--- src/rtl/sync_fifo_pkg.sv ---
// Shared types for the single-clock FWFT FIFO.
package sync_fifo_pkg;

    typedef struct packed {
        logic full;
        logic afull;
        logic empty;
        logic aempty;
    } fifo_flags_t;

endpackage

--- src/rtl/sync_fifo_mem.sv ---
// Register-array storage for sync_fifo: one synchronous write port, one asynchronous read port, no reset.
module sync_fifo_mem #(
    parameter int ADDR_WIDTH = 4,
    parameter int DATA_WIDTH = 32
) (
    input  logic                  clk,
    input  logic                  we,
    input  logic [ADDR_WIDTH-1:0] waddr,
    input  logic [DATA_WIDTH-1:0] wdata,
    input  logic [ADDR_WIDTH-1:0] raddr,
    output logic [DATA_WIDTH-1:0] rdata
);

    logic [DATA_WIDTH-1:0] mem [2**ADDR_WIDTH];

    always_ff @(posedge clk) begin
        if (we) begin
            mem[waddr] <= wdata;
        end
    end

    assign rdata = mem[raddr];

endmodule

--- src/rtl/sync_fifo.sv ---
// Single-clock first-word-fall-through FIFO; flags decode from the registered occupancy count only.
module sync_fifo
    import sync_fifo_pkg::*;
#(
    parameter int DEPTH_LG2    = 4,
    parameter int DATA_WIDTH   = 32,
    parameter int AFULL_THRES  = 1,
    parameter int AEMPTY_THRES = 1
) (
    input  logic                  clk,
    input  logic                  rst,
    output logic                  full,
    output logic                  afull,
    input  logic                  wren,
    input  logic [DATA_WIDTH-1:0] wdata,
    output logic                  empty,
    output logic                  aempty,
    input  logic                  rden,
    output logic [DATA_WIDTH-1:0] rdata
);

    localparam int DEPTH = 1 << DEPTH_LG2;
    localparam int PW    = DEPTH_LG2 + 1;
    localparam logic [PW-1:0] DEPTH_C  = PW'(DEPTH);
    localparam logic [PW-1:0] AFULL_C  = PW'(AFULL_THRES);
    localparam logic [PW-1:0] AEMPTY_C = PW'(AEMPTY_THRES);
    localparam logic [PW-1:0] ONE_C    = PW'(1);

    if (DEPTH_LG2 < 1) begin : g_bad_depth
        $error("sync_fifo: DEPTH_LG2 must be >= 1");
    end
    if (AFULL_THRES <= 0 || AFULL_THRES >= DEPTH) begin : g_bad_afull
        $error("sync_fifo: AFULL_THRES out of range");
    end
    if (AEMPTY_THRES <= 0 || AEMPTY_THRES >= DEPTH) begin : g_bad_aempty
        $error("sync_fifo: AEMPTY_THRES out of range");
    end

    logic [PW-1:0]         wptr;
    logic [PW-1:0]         rptr;
    logic [PW-1:0]         cnt;
    logic                  push_acc;
    logic                  pop_acc;
    logic [DATA_WIDTH-1:0] mem_rdata;
    fifo_flags_t           flags;

    always_comb begin
        flags        = '0;
        flags.full   = (cnt == DEPTH_C);
        flags.empty  = (cnt == '0);
        flags.afull  = ((DEPTH_C - cnt) <= AFULL_C);
        flags.aempty = (cnt <= AEMPTY_C);
    end

    assign full   = flags.full;
    assign afull  = flags.afull;
    assign empty  = flags.empty;
    assign aempty = flags.aempty;

    // Acceptance uses the pre-edge flags, so full&wren&rden pops only and empty&wren&rden pushes only.
    assign push_acc = wren && !flags.full;
    assign pop_acc  = rden && !flags.empty;

    always_ff @(posedge clk) begin
        if (rst) begin
            wptr <= '0;
            rptr <= '0;
            cnt  <= '0;
        end else begin
            if (push_acc) begin
                wptr <= wptr + ONE_C;
            end
            if (pop_acc) begin
                rptr <= rptr + ONE_C;
            end
            cnt <= cnt + PW'(push_acc) - PW'(pop_acc);
        end
    end

    sync_fifo_mem #(
        .ADDR_WIDTH(DEPTH_LG2),
        .DATA_WIDTH(DATA_WIDTH)
    ) u_mem (
        .clk  (clk),
        .we   (push_acc && !rst),
        .waddr(wptr[DEPTH_LG2-1:0]),
        .wdata(wdata),
        .raddr(rptr[DEPTH_LG2-1:0]),
        .rdata(mem_rdata)
    );

    assign rdata = flags.empty ? '0 : mem_rdata;

    // Illegal requests are reported in simulation only; the wrap bits let the count be cross-checked.
    always_ff @(posedge clk) begin
        if (!rst) begin
            assert (!(wren && flags.full))
                else $warning("sync_fifo: push while full dropped");
            assert (!(rden && flags.empty))
                else $warning("sync_fifo: pop while empty ignored");
            assert (cnt == (wptr - rptr))
                else $error("sync_fifo: count and pointers disagree");
        end
    end

endmodule

--- config.mk ---
export PLATFORM = sky130hd
export DESIGN_NAME = sync_fifo
export DESIGN_NICKNAME = d
export VERILOG_FILES = /design/src/rtl/sync_fifo_pkg.sv /design/src/rtl/sync_fifo_mem.sv /design/src/rtl/sync_fifo.sv
export SDC_FILE = /design/constraint.sdc
export NUM_CORES = 1
export LEC_CHECK = 0
export CAP_MARGIN = 0
export CORE_MARGIN = 2
export CORE_UTILIZATION = 30
export DETAILED_ROUTE_END_ITERATION = 6
export GPL_TIMING_DRIVEN = 0
export PLACE_DENSITY = 0.48
export SYNTH_ARGS = -nofsm -noshare
export SYNTH_HDL_FRONTEND = slang
export SYNTH_SLANG_ARGS = --single-unit
--- constraint.sdc ---
create_clock -name clk -period 4.2 [get_ports clk]
set_input_delay 0.63 -clock clk [delete_from_list [all_inputs] [get_ports clk]]
set_output_delay 0.63 -clock clk [all_outputs]
set_load 0.1 [all_outputs]
Word level (Yosys, flattened, before mapping)
Memory sizes are Yosys's and may differ from the RTL's. A register that Yosys moved wholly into a read port is not among the register bits. Index checks and enable logic that the tools add are counted. W data, S select, Z words.

Flip-flop bits (word level): 15. Memory bits (writable): 512. Output and inout bits: 36. Memories: 1.

Memory list: u_mem.mem (words 16, width 32, read ports 1, clocked after Yosys merged registers in 1, wr ports 1, line sync_fifo_mem.sv:14) `logic [DATA_WIDTH-1:0] mem [2**ADDR_WIDTH];`.

$add $sub $neg: 5. Magnitude comparators: 2. Equality and inequality tests: 1. Mux-type cells: 5. Reductions and logical operators: 7.

Operator list (count): $mux W32 (1); $add A5 B1 Y5 const B (2); $le A5 B1 Y1 const B (2); $mux W4 (2); $add A5 B1 Y5 (1); $eq A5 B5 Y1 const B (1); $logic_not A5 Y1 (1); $sub A5 B1 Y5 (1); $sub A5 B5 Y5 const A (1); $logic_and A1 B1 Y1 (3); $logic_not A1 Y1 (3); $mux W1 (2).

Longest topological paths before layout
Gate-level depths: netlist (run 1).

Word-level depth: 6. Gate-level depth with buffers: 15. Depth with buffers taken out: 14.

Hierarchy
A second synthesis (run 1) with hierarchy kept.

Cell total of the unflattened synthesis: 933. Area total of the unflattened synthesis: 20283.2 um^2.

By module, submodules not included: sync_fifo_mem (instances 1, cells each 806, area each 19213.4 um^2); sync_fifo (instances 1, cells each 127, area each 1069.8 um^2).

Worst setup path after synthesis (run 1)
No wires, ideal clock.

Kind: reg2out. From: reg cnt[0]. To: out rdata[10]. Data arrival time: 3.665 ns. Data required time: 3.570 ns. Path slack: -0.095 ns. Cell stages (with the launch flop): 9. Path buffers: 2. Path through: dfxtp_1 inv_1 ha_1 and2_1 ha_1 nand2b_1 buf_1 clkbuf_1 o22ai_1.

Cells in the longest elaborated chain, start to end: 2.

Ends and longest elaborated chain: start: declaration (line sync_fifo.sv:41) `logic [PW-1:0] cnt;`; start signal: assignment (line sync_fifo.sv:76) `cnt <= cnt + PW'(push_acc) - PW'(pop_acc);`; $logic_not A5 Y1 (line sync_fifo.sv:50) `flags.empty = (cnt == '0);`; net empty (line sync_fifo.sv:16) `output logic empty,`; $mux W32 (line sync_fifo.sv:92) `assign rdata = flags.empty ? '0 : mem_rdata;`; end: declaration (line sync_fifo.sv:19) `output logic [DATA_WIDTH-1:0] rdata`.

The timed path passes the listed nets, and every way through them passes these cells.

Worst setup path in the final report (run 1)
From: reg cnt[0]. To: out rdata[31].

Cells in the longest elaborated chain, start to end: 2.

Ends and longest elaborated chain (line): $logic_not A5 Y1 (sync_fifo.sv:50); $mux W32 (sync_fifo.sv:92).

Every way passes these cells.

==> results of run 1 <==
## registers in the layout, indices dropped and copies added, names as in the netlist, named ones only
register	cells
rptr	4
wptr	4
cnt	5
u_mem.mem	512
## through the flow
| stage | instance area, um^2 | instances |
|---|---|---|
| finish | 25300 | 2295 |
| global placement | 22900 | 2168 |
| floorplan | 21000 | 1167 |
| detailed placement | 23400 | 2187 |
| CTS | 25300 | 2294 |
| global route | 25300 | 2294 |
## worst reg2reg max path, cell delays in order, from the launching register on
cell and delay (ns):
dfxtp_1 0.44, inv_1 0.12, ha_1 0.25, and2_1 0.17, ha_1 0.21, nor2b_1 0.16
clkbuf_1 0.32, nand2_1 0.32, nor2_4 0.82, buf_16 0.27
## layer usage
| metal | part of all wire | routed length (um) | global-route usage |
|---|---|---|---|
| met5 | 0.00025 | 14 | 0 |
| met3 | 0.042 | 2360 | 0.0236 |
| met1 | 0.45 | 25000 | 0.208 |
| met4 | 0.018 | 1020 | 0.0406 |
| met2 | 0.49 | 27400 | 0.265 |
## cell usage in the layout (no fill, tap or decap), types with 3 or more instances in the layout
cell             instances
clkinv_2                17
o21ai_0                  3
buf_16                   7
o22ai_1                 13
clkbuf_4                 4
ha_1                    19
buf_2                   26
nor2b_1                  6
a22oi_1                110
o22ai_2                 10
clkbuf_1                19
inv_1                   12
nor2_1                  16
nor2_4                  17
buf_4                   26
o21ai_1                 18
bufinv_16               10
a221oi_1                 5
buf_12                  23
clkinvlp_4               4
mux2i_1                239
xor2_1                   7
dfxtp_1                 17
clkbuf_16               59
mux4_2                   9
a21oi_1                  5
clkdlybuf4s50_1         38
nand2_1                 64
edfxtp_1               512
buf_6                    9
a221oi_2                 4
clkinv_1                 8
## worst max-delay path by stage
stage                start          endpoint  slack [ns]  cells past startpoint
floorplan           cnt[0]         rdata[10]       -0.09                      8
global placement    cnt[0]  u_mem.mem[3][26]       -1.71                      8
detailed placement  cnt[1]         rdata[29]       -1.07                      9
CTS                 cnt[0]         rdata[19]        0.01                      9
global route        cnt[0]         rdata[31]        0.02                      8
finish              cnt[0]         rdata[31]        0.13                      8
## cells by family after synthesis
group,Yosys count,synth area share
buffers and inverters,77,0.0287
multiplexers,248,0.124
adder cells (fa/ha/maj),20,0.0123
AND/OR/NAND/NOR,115,0.0233
XOR/XNOR,9,0.00376
AO/OA/AOI/OAI,169,0.0578
flip-flops,529,0.750
## final cells by class
type	instances	area share
well taps	931	0.0460
inverters	12	0.00178
plain buffers	64	0.0228
clock inverters	42	0.0186
repair buffers	89	0.0412
flip-flops and latches	529	0.620
multi-input cells	561	0.190
clock buffers	66	0.0593
diodes	1	0.0000988
## repair_timing
action                     4_1_cts  5_1_grt
gates resized for setup        188        5
buffers inserted                 0        0
pin swaps                        0        0
setup endpoints to repair       32       11
## where the power goes
group | leakage [nW] | internal [W] | total [W] | switching [W]
Sequential | 4.75 | 0.00590 | 0.00596 | 0.0000521
Combinational | 2.52 | 0.00170 | 0.00560 | 0.00391
Clock | 0.969 | 0.00318 | 0.00526 | 0.00208
Total | 8.24 | 0.0108 | 0.0168 | 0.00604
==> impl_metrics.csv, run 1 <==
group,metric,value,unit
synthesis,ys_top_cells_by_area,"edfxtp_1, mux2i_1, a22oi_1",
clock_network,cts_buffers,58,
detailed_routing,dr.pass1.iters,5,
critical_path,critPathMaxFanout,10,
critical_path,worstPathArrival,3.44,ns
critical_path,r2r-start,"cnt[0]",
global_routing,grt_usage,0.156,
global_routing,grt_max_degree,22,
critical_path,crit_path_frequent_cell,"ha_1",
place,gp_congestion,0.726,
synthesis,yosys_warnings,0,
synthesis,synth_common_cells,"edfxtp_1, mux2i_1, a22oi_1",
synthesis,ys_ff_latch,529,
cells_and_area,regArea,15700,um^2
floorplanning,die_x,268,um
critical_path,cp-start-kind,"flop",
sta,skew,0.0296,ns
critical_path,cpLargestDelayFamily,"buffers and inverters",
place,pre_cts_slack,-1.07,ns
critical_path,cp.required,3.57,ns
synthesis,synthesis.nets,1223,
global_routing,first_global_vias,11300,
critical_path,path_cells,"inv_1 > ha_1 > and2_1 > ha_1 > nand2b_1 > clkbuf_2 > o22ai_2 > buf_2",
critical_path,path_buf_inv,3,
global_routing,grt.overflow.total,0,
min_path,hold_depth,2,
min_path,whs_endpoint,"cnt[1]",
clock_network,clk_pin_slew,0.06,ns
synthesis,synth_edf_count,512,
cells_and_area,multi_input_area,4810,um^2
floorplanning,core,68800,um^2
clock_network,cts.sinks,529,
critical_path,rr_endpoint,"u_mem.mem[4][21]",
pwr,leakagePower,8.24,nW
clock_network,htree_num_levels,2,
synthesis,synth_top_cell_area_share,0.734,
critical_path,critPathCaptureType,"primary output",
floorplanning,start_util,0.304,
sta,slew_violations,0,
synthesis,synth.most_common_cell,"edfxtp_1",
place,dp_hpwl,34.7,mm
floorplanning,die_h,268,um
sta,worst_pin_slew,0.972,ns
synthesis,synth.distinct_cells,36,
floorplanning,rows,96,
clock_network,clk_latency,0.62,ns
floorplanning,die_area,72000,um^2
cells_and_area,nFillCells,6370,
sta,maxSlewHeadroom,0.350,
sta,hold_viol_final,0,
synthesis,syn_area,20900,um^2
sta,timing.hold.ws,0.423,ns
sta,rsz0062_at_grt,"no",
critical_path,ff2ff_path_depth,9,
sta,post-route-min-period,4.07,ns
sta,worst_slack,0.135,ns
sta,setup_violations,0,
pwr,max-vdd-ir-drop,0.451,mV
sta,final.period_utilization,0.968,
detailed_routing,wirelength,55.7,mm
synthesis,avgSynthCellArea,17.9,um^2
cells_and_area,drive_gt1_frac,0.174,
synthesis,synth_flop_cell,"edfxtp_1",
detailed_routing,wl_per_cell,24.3,um
synthesis,seq_area_frac_synth,0.750,
global_routing,grt_pass1_wl,79.8,mm
pwr,finalPower,0.0168,W
min_path,hold_start,"rst",
place,portBuffers,70,
detailed_routing,drc,0,
min_path,worstHoldPathType,"in2reg",
critical_path,worstSetupPathType,"reg2out",
detailed_routing,vias,10900,
floorplanning,pin_count,72,
detailed_routing,antenna_left,0,
clock_network,hold_buffers,0,
clock_network,cts_root_buf,"clkbuf_16",
critical_path,worst_path_max_delay_cell,"buf_2",
detailed_routing,first_iter_violations,811,
clock_network,cts_max_path_buffers,3,
global_routing,antenna_found_initial,2,
run,max_cap_violations,0,
synthesis,async_reset_ff_frac,0,
sta,max_freq,246,MHz
sta,tns,0,ns
cells_and_area,areaGrowthSynthToFinish,21.0,%
status,status,"complete, no violations",
cells_and_area,final_nets,1371,
pwr,p_per_area,664,nW/um^2
clock_network,cts_tree,"built",
cells_and_area,final_util,0.368,
critical_path,max_stage_delay,0.49,ns
synthesis,yosysTopAreaCell,"edfxtp_1",
critical_path,ff2ff_setup_slack,0.81,ns
synthesis,syn_inst,1167,
detailed_routing,via_per_inst,4.76,
Power figures use the tool's default switching activity.
==> run 2, diff against run 1 <==
--- a/config.mk
+++ b/config.mk
@@ -8,6 +8,7 @@
 export CAP_MARGIN = 0
 export CORE_MARGIN = 2
 export CORE_UTILIZATION = 30
+export CTS_BUF_LIST = sky130_fd_sc_hd__clkbuf_16
 export DETAILED_ROUTE_END_ITERATION = 6
 export GPL_TIMING_DRIVEN = 0
 export PLACE_DENSITY = 0.48
==> run 2 against run 1 <==
Compared with the run above:
- cell count stayed put
- fmax hardly changed
- sequential share of layout area stayed put
- critical endpoint unchanged
- largest cell class unchanged
- largest power group unchanged
- highest routed layer unchanged
==> impl_metrics.csv, run 2 (synthesis gave the netlist of run 1 again) <==
group,metric,value,unit
floorplanning,core,68800,um^2
floorplanning,die_h,268,um
place,placed_cell_area,23400,um^2
clock_network,clk_pin_slew,0.06,ns
cells_and_area,areaGrowthSynthToFinish,21.0,%
floorplanning,rows,96,
detailed_routing,wl_per_cell,24.3,um
sta,rsz0062_at_grt,"no",
sta,skew,0.0292,ns
global_routing,first_global_vias,11300,
critical_path,critPathMaxFanout,10,
detailed_routing,first_iter_violations,821,
global_routing,grt.overflow.total,0,
clock_network,cts_tree,"built",
sta,hold_viol_final,0,
clock_network,cts_buffers,58,
global_routing,antenna_found_initial,2,
sta,post-route-min-period,4.06,ns
detailed_routing,wirelength,55.7,mm
global_routing,grt_pass1_wl,79.8,mm
cells_and_area,nFillCells,6370,
detailed_routing,dr.pass1.iters,5,
clock_network,cts_root_buf,"clkbuf_16",
min_path,worstHoldPathType,"in2reg",
place,gp_congestion,0.726,
detailed_routing,drc,0,
critical_path,critPathCaptureType,"primary output",
place,dp_hpwl,34.7,mm
clock_network,htree_num_levels,2,
sta,setup_violations,0,
pwr,p_per_area,663,nW/um^2
clock_network,cts_setup_buffers,0,
detailed_routing,antenna_left,0,
floorplanning,die_x,268,um
min_path,hold_start,"rst",
clock_network,clk_latency,0.62,ns
sta,max_freq,246,MHz
floorplanning,pin_count,72,
cells_and_area,final_util,0.368,
sta,worst_pin_slew,0.972,ns
place,portBuffers,70,
cells_and_area,final_area,25300,um^2
detailed_routing,vias,10900,
floorplanning,die_area,72000,um^2
cells_and_area,layout_common_cells,"edfxtp_1, mux2i_1, a22oi_1",
clock_network,cts.sinks,529,
clock_network,hold_buffers,0,
floorplanning,start_util,0.304,
cells_and_area,largest_reg_flops,512,
critical_path,worstSetupPathType,"reg2out",
cells_and_area,drive_gt1_frac,0.174,
pwr,leakagePower,8.26,nW
sta,timing.hold.ws,0.419,ns
clock_network,cts_max_path_buffers,3,
critical_path,cp.required,3.57,ns
sta,maxSlewHeadroom,0.350,
pwr,max-vdd-ir-drop,0.451,mV
sta,final.period_utilization,0.968,
global_routing,grt_usage,0.156,
global_routing,grt_max_degree,22,
critical_path,cp-startpoint,"cnt[0]",
status,status,"complete, no violations",
critical_path,cp-start-kind,"flop",
cells_and_area,regMostFlops,"u_mem.mem",
run,max_cap_violations,0,
cells_and_area,final_nets,1371,
cells_and_area,largestRegisters,"u_mem.mem (512), cnt (5)",
critical_path,worstPathArrival,3.43,ns
cells_and_area,final_common_cell,"edfxtp_1",
detailed_routing,via_per_inst,4.76,
sta,slew_violations,0,
pwr,finalPower,0.0168,W
critical_path,r2r-start,"cnt[0]",
[run 2: layout make-up]
class,instances,area (um^2),share of cell area
well taps,931,1160,0.0460
clock inverters,49,498,0.0197
repair buffers,89,1040,0.0412
clock buffers,59,1480,0.0583
flip-flops and latches,529,15700,0.620
diodes,1,2.50,0.0000988
plain buffers,64,577,0.0228
multi-input cells,561,4810,0.190
inverters,12,45.0,0.00178
[run 2: worst paths after layout]
check / endpoint / slack (ns) / cells after the start
worst min-delay path: cnt[1] / 0.42 / 2
worst max-delay path: rdata[31] / 0.14 / 8
worst max register to register: u_mem.mem[4][21] / 0.81 / 9
worst min register to register: flop / 0.56 / 2
[run 2: critical path: stages (launching register included)]
cell and delay [ns]:
dfxtp_1 0.44, inv_1 0.12, ha_1 0.25, and2_1 0.17, ha_1 0.25, nand2b_1 0.33
clkbuf_2 0.44, o22ai_2 0.34, buf_2 0.49
[run 2: through the flow]
| stage | TNS, ns | worst slack [ns] | instances |
|---|---|---|---|
| 4_1_cts | 0 | 0.0102 | 2294 |
| 3_3_place_gp | -777.79 | -1.71 | 2168 |
| 2_1_floorplan | -1.43 | -0.0948 | 1167 |
| 6_report | 0 | 0.136 | 2295 |
| 5_1_grt | 0 | 0.0249 | 2294 |
| 3_5_place_dp | -17.84 | -1.07 | 2187 |
[run 2: timing repair]
action / 4_1_cts / 5_1_grt
gates cloned: 0 / 0
endpoints found under the setup margin: 32 / 11
gates resized for setup: 188 / 5
endpoints found under the hold margin: 0 / 0
[run 2: routing by layer]
layer | GRT usage | part of all wire
met5 | 0 | 0.00025
met4 | 0.0406 | 0.018
met3 | 0.0236 | 0.042
met2 | 0.265 | 0.49
met1 | 0.208 | 0.45
[run 2: power by group]
part | switching [W] | leakage [nW] | internal (W)
Sequential | 0.0000521 | 4.75 | 0.00590
Clock | 0.00208 | 0.998 | 0.00316
Combinational | 0.00391 | 2.52 | 0.00170
Total | 0.00604 | 8.26 | 0.0108
==> variant, RTL diff (flow settings as in run 1) <==
Compare `cnt` against `DEPTH_C` with >= in place of ==.
--- a/src/rtl/sync_fifo.sv
+++ b/src/rtl/sync_fifo.sv
@@ -47,5 +47,5 @@
     always_comb begin
         flags        = '0;
-        flags.full   = (cnt == DEPTH_C);
+        flags.full   = (cnt >= DEPTH_C);
         flags.empty  = (cnt == '0);
         flags.afull  = ((DEPTH_C - cnt) <= AFULL_C);
Formal check against the unedited RTL: no difference found for any inputs over 4 cycles, from zero or initial values and one cycle with rst high; that may be too few to reach the edited logic, so the function may still have changed.
==> variant against run 1 <==
- area after synthesis is 0.49% lower
- worst setup slack better by 0.033 ns
- final area is 1.4% lower
- synthesized cell count is 0.77% lower
- total power is 4.6% lower
- sequential cell count stayed put
- critical path depth stayed put
- wire length is 2.1% lower
- final cell count is 0.61% lower
- core utilization is 0.46 points lower
- critical path type unchanged
==> variant: results (changes against run 1) <==
* Post-synth top cells: 512 x sky130_fd_sc_hd__edfxtp_1, 226 x sky130_fd_sc_hd__mux2i_1, 96 x sky130_fd_sc_hd__a22oi_1, 52 x sky130_fd_sc_hd__nand2_1, 32 x sky130_fd_sc_hd__o21ai_1
* Total routing usage reported by global routing at 15.3% (-0.25 points)
* Routability-driven placement congestion ratio at 0.726 (about the same)
* Static leakage at 8.04 nW (-2.4%)
* Initial detailed-routing violation count at 668 (-18%)
* Final Routed Wirelength at 54.5 mm (-2.1%)
* Class of the worst hold path: register to register
* Net count reported at finish at 1,362 (-0.66%)
* Actual slew at the worst max-slew pin at 1.02 ns (+0.0471 ns)
* Number of global-route vias before repair at 11,267 (-0.13%)
* Wire length of the first global-routing pass at 77.9 mm (-2.4%)
* Status: finished clean
* Fill cell count at 6,492 (+1.9%)
* Pre-antenna DRT Iters at 5 (unchanged)
* Post-detailed-route via-to-cell ratio at 4.73 (-0.57%)
* Count of antenna diodes in the layout at 0 (-1)
* Sequential fraction of the synthesis area at 75.4% (+0.37 points)
* Number of buffers created by CTS at 57 (-1.7%)
* Post-synth net total at 1,215 (-0.65%)
* Largest net degree at the start of global routing at 22 (unchanged)
* Worst-case register-to-register setup slack at 0.89 ns (+0.08 ns)
* Setup Slack @ Placement at -0.554 ns (+0.521 ns)
* Fraction of final layout cells with drive strength greater than 1 at 16.0% (-1.4 points)
* Count of buffers inserted at the top-level ports at 71 (+1.4%)
* Number of unique standard cell types used by synthesis at 37 (+2.8%)
* Antenna violations before repair at 3 (+1)
* Data arrival time at the worst-slack endpoint at 3.40 ns (-0.04 ns)
* Clock tree skew after final layout at 0.0265 ns (-0.00306 ns)
* Primary flip-flop cell chosen by synthesis mapping: sky130_fd_sc_hd__edfxtp_1
* Worst path max stage delay at 0.58 ns (+0.09 ns)
* Maximum vdd ir drop at 818 uV (+81%)
* Placed wire-length estimate at 34.6 mm (-0.28%)
* CP max-delay cell: sky130_fd_sc_hd__clkdlybuf4s15_2
* Ranking of synthesized cells by area: sky130_fd_sc_hd__edfxtp_1 74%, sky130_fd_sc_hd__mux2i_1 11%, sky130_fd_sc_hd__a22oi_1 3.5%
==> variant: changes by cell type in the layout (fill, tap and decap cells not counted), moves of 9 or more <==
cell,delta
sky130_fd_sc_hd__nand3_1,+26
sky130_fd_sc_hd__buf_12,-16
sky130_fd_sc_hd__a22oi_1,-14
sky130_fd_sc_hd__mux2i_1,-13
sky130_fd_sc_hd__o21ai_1,+13
sky130_fd_sc_hd__o22ai_1,-13
sky130_fd_sc_hd__nand2_1,-12
sky130_fd_sc_hd__o22ai_2,-10
sky130_fd_sc_hd__clkinv_1,+9
==> variant: critical path: cells and delay by family, from the launching register on <==
family,cells,cell delay (ns)
DFF,1,0.46
and+or+nand+nor,2,0.48
adders and majority gates,2,0.53
AOI/OAI and AO/OA,1,0.26
buffers and inverters,3,1.07
==> variant: logic make-up (layout without fill, tap and decap cells) <==
logic type | Yosys count | count (layout) | synth area share, %
mux | 244 | 244 | 12.7
xor+xnor | 7 | 7 | 0.294
flops | 529 | 529 | 75.4
simple gates | 130 | 130 | 2.78
compound gates | 154 | 154 | 5.21
fa+ha+maj | 21 | 21 | 1.30
buf+inv | 73 | 265 | 2.34
==> variant: metrics by stage <==
step                utilization (%)  hold WS, ns  cell area (sq um)  cells
floorplan                         -        0.485              20800   1158
global placement               33.1        0.526              22700   2160
detailed placement             33.9        0.529              23300   2177
CTS                            36.3        0.547              24900   2281
global route                   36.3        0.598              25000   2281
finish                         36.3        0.555              25000   2281
==> variant: worst paths after layout <==
path | from | to | depth (start not counted)
setup / recovery | cnt[0] | rdata[12] | 8
setup reg to reg | cnt[0] | cnt[4] | 15
hold / removal | rptr[3] | rptr[3] | 2
hold reg to reg | rptr[3] | rptr[3] | 2
==> variant: layout make-up <==
cell class	count	area (sq um)	area share (%)
Tap cell	931	1160	4.66
Multi-Input combinational cell	556	4770	19.1
Clock buffer	67	1490	5.95
Timing Repair Buffer	88	1040	4.17
Clock inverter	37	304	1.22
Sequential cell	529	15700	62.9
Buffer	61	449	1.80
Inverter	12	45.0	0.180
==> variant: power by group <==
part	total, W	leakage [nW]	internal [W]	switching, W
sequential	0.00599	4.75	0.00592	0.0000642
clock	0.00482	0.885	0.00281	0.00201
combinational	0.00524	2.40	0.00148	0.00376
==> variant: what timing repair did <==
| item | 4_1_cts | 5_1_grt |
|---|---|---|
| setup endpoints to repair | 32 | 27 |
| hold buffers | 0 | 0 |
| resized for setup | 178 | 16 |
==> variant: metal layers <==
| layer | GRT usage [%] | routed length [um] | vias up |
|---|---|---|---|
| li1 | - | - | 4923 |
| met1 | 19.9 | 23800 | 5573 |
| met2 | 26.5 | 27400 | 217 |
| met3 | 2.47 | 2200 | 77 |
| met4 | 4.17 | 1110 | 6 |
| met5 | 0 | 45 | - |
